==> config.mk <==
export PLATFORM = sky130hd
export DESIGN_NAME = div_unit
export DESIGN_NICKNAME = d
export VERILOG_FILES = /design/src/rtl/div_unit_pkg.sv /design/src/rtl/div_unit.sv
export SDC_FILE = /design/constraint.sdc
export NUM_CORES = 1
export LEC_CHECK = 0
export ABC_CLOCK_PERIOD_IN_PS = 6500
export BUFFER_PORTS_ARGS = -buffer_cell sky130_fd_sc_hd__buf_2
export CORE_MARGIN = 2
export CORE_UTILIZATION = 59
export DETAILED_ROUTE_END_ITERATION = 7
export PLACE_DENSITY = 0.89
export SKIP_LAST_GASP = 1
export SYNTH_ARGS = -nofsm -noshare
export SYNTH_HDL_FRONTEND = slang
export SYNTH_SLANG_ARGS = --single-unit
==> constraint.sdc <==
create_clock -name clk -period 6.5 [get_ports clk]
set_clock_uncertainty 0.15 [all_clocks]
set_input_delay 0.65 -clock clk [delete_from_list [all_inputs] [get_ports clk]]
set_output_delay 0.65 -clock clk [all_outputs]
set_load 0.01 [all_outputs]
==> src/rtl/div_unit_pkg.sv <==
// Shared constants for the iterative divider and the control unit's DIV/DIVM wait states.
// DIV_ITER is the quotient-bit iteration count; results appear DIV_ITER+1 cycles after start.
package div_unit_pkg;

  localparam int DIV_ITER = 32;

  typedef enum logic [1:0] {
    ST_IDLE = 2'd0,
    ST_RUN  = 2'd1,
    ST_FIX  = 2'd2
  } div_state_e;

endpackage

==> src/rtl/div_unit.sv <==
// Iterative signed restoring divider: quotient to LO, remainder to HI (MIPS semantics).
// One quotient bit per cycle on magnitudes, sign correction in a final FIX cycle.
module div_unit
  import div_unit_pkg::*;
#(
  parameter int WIDTH = DIV_ITER
) (
  input  logic             clk,
  input  logic             reset,
  input  logic             div_start,
  input  logic [WIDTH-1:0] dividend,
  input  logic [WIDTH-1:0] divisor,
  output logic [WIDTH-1:0] hi_out,
  output logic [WIDTH-1:0] lo_out,
  output logic             div_end,
  output logic             div_zero,
  output logic             busy
);

  localparam int CNT_W = $clog2(WIDTH + 1);

  // -2^(WIDTH-1) maps to the unsigned value 2^(WIDTH-1), which fits in WIDTH bits.
  function automatic logic [WIDTH-1:0] abs_val(input logic signed [WIDTH-1:0] x);
    logic [WIDTH-1:0] r;
    r = x;
    if (x[WIDTH-1]) r = ~r + WIDTH'(1);
    return r;
  endfunction

  function automatic logic [WIDTH-1:0] cond_neg(input logic [WIDTH-1:0] x, input logic neg);
    return neg ? (~x + WIDTH'(1)) : x;
  endfunction

  div_state_e         state_q, state_d;
  logic [CNT_W-1:0]   cnt_q, cnt_d;
  logic [WIDTH-1:0]   acc_q, acc_d;
  logic [WIDTH-1:0]   quo_q, quo_d;
  logic [WIDTH-1:0]   dvsr_q, dvsr_d;
  logic [WIDTH-1:0]   hi_q, hi_d;
  logic [WIDTH-1:0]   lo_q, lo_d;
  logic               neg_quo_q, neg_quo_d;
  logic               neg_rem_q, neg_rem_d;
  logic               end_q, end_d;
  logic               zero_q, zero_d;

  logic signed [WIDTH-1:0] sd, sv;
  logic [WIDTH:0]          rem_sh;
  logic                    rem_ge;

  always_comb begin
    state_d   = state_q;
    cnt_d     = cnt_q;
    acc_d     = acc_q;
    quo_d     = quo_q;
    dvsr_d    = dvsr_q;
    hi_d      = hi_q;
    lo_d      = lo_q;
    neg_quo_d = neg_quo_q;
    neg_rem_d = neg_rem_q;
    end_d     = 1'b0;
    zero_d    = 1'b0;

    sd     = dividend;
    sv     = divisor;
    rem_sh = {acc_q, quo_q[WIDTH-1]};
    rem_ge = (rem_sh >= {1'b0, dvsr_q});

    unique case (state_q)
      ST_IDLE: begin
        if (div_start) begin
          if (divisor == '0) begin
            zero_d = 1'b1;
          end else begin
            dvsr_d    = abs_val(sv);
            quo_d     = abs_val(sd);
            acc_d     = '0;
            neg_quo_d = sd[WIDTH-1] ^ sv[WIDTH-1];
            neg_rem_d = sd[WIDTH-1];
            cnt_d     = CNT_W'(WIDTH);
            state_d   = ST_RUN;
          end
        end
      end
      // ---- restoring iteration: shift {acc,quo}, trial-subtract the divisor ----
      ST_RUN: begin
        if (rem_ge) begin
          acc_d = WIDTH'(rem_sh - {1'b0, dvsr_q});
          quo_d = {quo_q[WIDTH-2:0], 1'b1};
        end else begin
          acc_d = rem_sh[WIDTH-1:0];
          quo_d = {quo_q[WIDTH-2:0], 1'b0};
        end
        cnt_d = cnt_q - CNT_W'(1);
        if (cnt_q == CNT_W'(1)) state_d = ST_FIX;
      end
      // ---- sign fix-up and result publish ----
      ST_FIX: begin
        lo_d    = cond_neg(quo_q, neg_quo_q);
        hi_d    = cond_neg(acc_q, neg_rem_q);
        end_d   = 1'b1;
        state_d = ST_IDLE;
      end
      default: state_d = ST_IDLE;
    endcase
  end

  always_ff @(posedge clk or posedge reset) begin
    if (reset) begin
      state_q   <= ST_IDLE;
      cnt_q     <= '0;
      acc_q     <= '0;
      quo_q     <= '0;
      dvsr_q    <= '0;
      hi_q      <= '0;
      lo_q      <= '0;
      neg_quo_q <= 1'b0;
      neg_rem_q <= 1'b0;
      end_q     <= 1'b0;
      zero_q    <= 1'b0;
    end else begin
      state_q   <= state_d;
      cnt_q     <= cnt_d;
      acc_q     <= acc_d;
      quo_q     <= quo_d;
      dvsr_q    <= dvsr_d;
      hi_q      <= hi_d;
      lo_q      <= lo_d;
      neg_quo_q <= neg_quo_d;
      neg_rem_q <= neg_rem_d;
      end_q     <= end_d;
      zero_q    <= zero_d;
    end
  end

  assign hi_out   = hi_q;
  assign lo_out   = lo_q;
  assign div_end  = end_q;
  assign div_zero = zero_q;
  assign busy     = (state_q != ST_IDLE);

endmodule

==> metrics.md <==
| Metric | Value |
|---|---|
| Max stage delay on crit path | 510 ps |
| Worst path most repeated cell | a21oi_1 |
| Reg-to-reg slack, setup | 2370 ps |
| Ys async rst share | 1.00 |
| I/O pins | 134 |
| Worst Path Required | 6630 ps |
| Power Density | 553 nW/um^2 |
| Avg WL per Cell | 16.8 um |
| Max Root-Sink Buffers | 2 |
| Net Count, Synth | 1,398 |
| CTS buffer count | 17 |
| Clock latency on the worst-skew pair | 440 ps |
| Post-synth top area cell | dfrtp_1 |
| Initial DRT Pass Iterations | 5 |
| Core area | 18,600 sq um |
| Antenna Nets Post-Route | 0 |
| Synthesized area | 11,100 sq um |
| Layout Cells excl Fill | 1,622 |
| Peak supply drop | 0.266 mV |
| Post-CTS Setup Bufs | 0 |
| Slowest CP cell | nand2b_1 |
| Tmin final | 4130 ps |
| Ys flop type | dfrtp_1 |
| DR vias/cell | 6.04 |
| Hold buffer count at cts | 0 |
| Ant diodes | 0 |
| Max-Cap Viols | 0 |
| Grt ovf | 0 |
| Number of port buffers | 133 |
| Area Overhead vs Synth | 11.2% |
| Dpl cells | 1,590 |
| Initial DRC Count | 839 |
| Avg Cell Area, Syn | 8.59 sq um |
| Cell Chain, Critical Path | ha_1 -> a21oi_1 -> o211ai_1 -> a22oi_1 -> a21oi_1 -> nor3_1 -> a21oi_1 -> nor3_2 -> buf_4 -> nand2b_1 -> o21ai_0 |
| GR Util All Layers | 0.280 |
| Commonest cells post-synth | nand2_1, dfrtp_1, o21ai_0, xor2_1, a21oi_1 |
| H-tree Lvls | 4 |
| TritonCTS Sinks | 172 |
| Pin count of the biggest net entering global routing | 130 |
| Clk slew on worst S/H paths | 70 ps |
| Placed instance area | 11,800 sq um |
| Seq/Total Area, Yosys | 0.388 |
| Fin Setup TNS | 0 ps |
| Critical path capture point type | flop |
| Die area | 19,900 sq um |
| Synth top area cells | dfrtp_1, xor2_1, o21ai_0, nand2_1, ha_1 |
| Crit path max fanout | 28 |
| CP arrival | 4250 ps |
| Worst Hold Class | input port to asynchronous set/reset pin |
| Status | completed |
| Drt total wl | 27.2 mm |
| Layout cells sized above 1 | 0.135 |
| Achievable Freq | 242 MHz |
| Root Driver | clkbuf_16 |
| Count leader, synth | nand2_1 |
| Die X | 141 um |
| Dpl hpwl | 20.0 mm |
| Crit share post-route | 0.635 |
| Final Setup Violations | 0 |
| RSZ-0062 raised after global routing | false |
| Max Slew Vio Count | 0 |
| Vias in the first global route | 9,074 |
| Design area | 12,300 sq um |
| Top-area cell type share of the netlist area | 0.388 |
| Leak pwr | 5.49 nW |
| Die Span Y | 141 um |
| Starting Density | 0.597 |
| Post-synth EDFFs | 0 |
| Row cnt | 50 |
| # resized after CTS | 0 |
| GPL Wtd Cong | 0.970 |
| Final Net Count | 1,481 |
| YS warnings | 0 |
| Tightest Pin Transition | 1070 ps |
| Initial antenna violation count | 0 |
| CTS tree | yes |
| Cells after synthesis | 1,292 |
| # DRC | 0 |
| First-pass GRT wire length | 45.1 mm |
| WS Path Type | flop to flop |
| Element type at the critical path start | flop |
| Total power | 6.83 mW |
| Register bit total from synthesis | 172 |
| Routed vias | 9,790 |
| Fin. Hold Viols | 0 |
| Netlist cell types | 61 |
| Max_slew headroom | 0.287 |
## final cells by class
| cell class | instances | area, sq um |
|---|---|---|
| clock buffers | 18 | 429 |
| clock inverters | 14 | 146 |
| repair buffers | 139 | 711 |
| well taps | 234 | 293 |
| multi-input cells | 982 | 6220 |
| flip-flops and latches | 172 | 4300 |
| inverters | 63 | 241 |
| fillers | 1467 | 6240 |
## sequential cells by signal, indices dropped and copies added (netlist names)
| signal | flops |
|---|---|
| state_q | 2 |
| dvsr_q | 32 |
| div_zero | 1 |
| cnt_q | 6 |
| div_end | 1 |
| hi_out | 32 |
| neg_quo_q | 1 |
| lo_out | 32 |
| quo_q | 32 |
| acc_q | 32 |
| neg_rem_q | 1 |
## cells in the final DEF, fill, tap and decap left out, types with 4 or more instances in the layout
cell	instances
a211oi_1	4
a21o_1	9
a21oi_1	65
a221o_1	7
a22oi_1	5
a31oi_1	6
a32oi_1	6
and2_1	6
buf_2	133
buf_4	6
clkbuf_16	17
dfrtp_1	172
ha_1	38
inv_1	62
inv_8	5
mux2i_1	26
nand2_1	187
nand2b_1	15
nand3_1	16
nand4_1	7
nor2_1	55
nor2b_1	5
nor3_1	19
nor4_1	11
o211ai_1	7
o21a_1	4
o21ai_0	155
o21ai_1	14
o22ai_1	39
o31a_1	4
o31ai_1	35
o41ai_1	17
or2_2	5
or3_1	17
or4_1	11
xnor2_1	53
xor2_1	97
## metrics by stage
| step | setup slack [ps] | hold slack, ps | util |
|---|---|---|---|
| after floorplan | 1040 | 293 | - |
| after global placement | 2250 | 306 | 0.633 |
| after detailed placement | 2170 | 314 | 0.633 |
| after CTS | 2430 | 255 | 0.664 |
| after global routing | 2130 | 297 | 0.664 |
| final | 2370 | 217 | 0.664 |
## report_power, final
part	internal (mW)	leakage, nW	switching [mW]
combinational	1.55	3.20	2.13
clock	0.511	0.272	0.482
sequential	1.54	2.01	0.606
total	3.61	5.49	3.22
## layer usage
metal,vias to the layer above,wire [um],global-route usage
li1,4765,-,-
met1,4537,12900,0.413
met2,430,11500,0.410
met3,58,2000,0.0530
met4,0,791,0.112
met5,-,0,0
## cells by family (layout without fill, tap and decap cells)
group                    Yosys count  after routing  synth area share
buffers and inverters            138            234            0.0531
flip-flops                       172            172             0.388
AND/OR/NAND/NOR                  373            373             0.157
AO/OA/AOI/OAI                    394            394             0.216
multiplexers                      26             26            0.0234
adder cells (fa/ha/maj)           39             39            0.0446
XOR/XNOR                         150            150             0.118
## worst max-delay path: cells and delay by family, from the launching register on
| kind | cells | cell delay [ps] |
|---|---|---|
| compound gates | 6 | 1220 |
| fa+ha+maj | 1 | 430 |
| buf+inv | 1 | 460 |
| flops | 1 | 490 |
| simple gates | 3 | 1180 |
## path summary, 6_finish.rpt
check                      startpoint    endpoint  depth (start not counted)
hold reg to reg             lo_out[8]   lo_out[8]                          2
max in group asynchronous       reset  hi_out[20]                          3
setup / recovery            acc_q[13]   acc_q[28]                         11
min in group clk            div_start    div_zero                          3
hold / removal                  reset   quo_q[10]                          2
setup reg to reg            acc_q[13]   acc_q[28]                         11
Power figures use the tool's default switching activity.
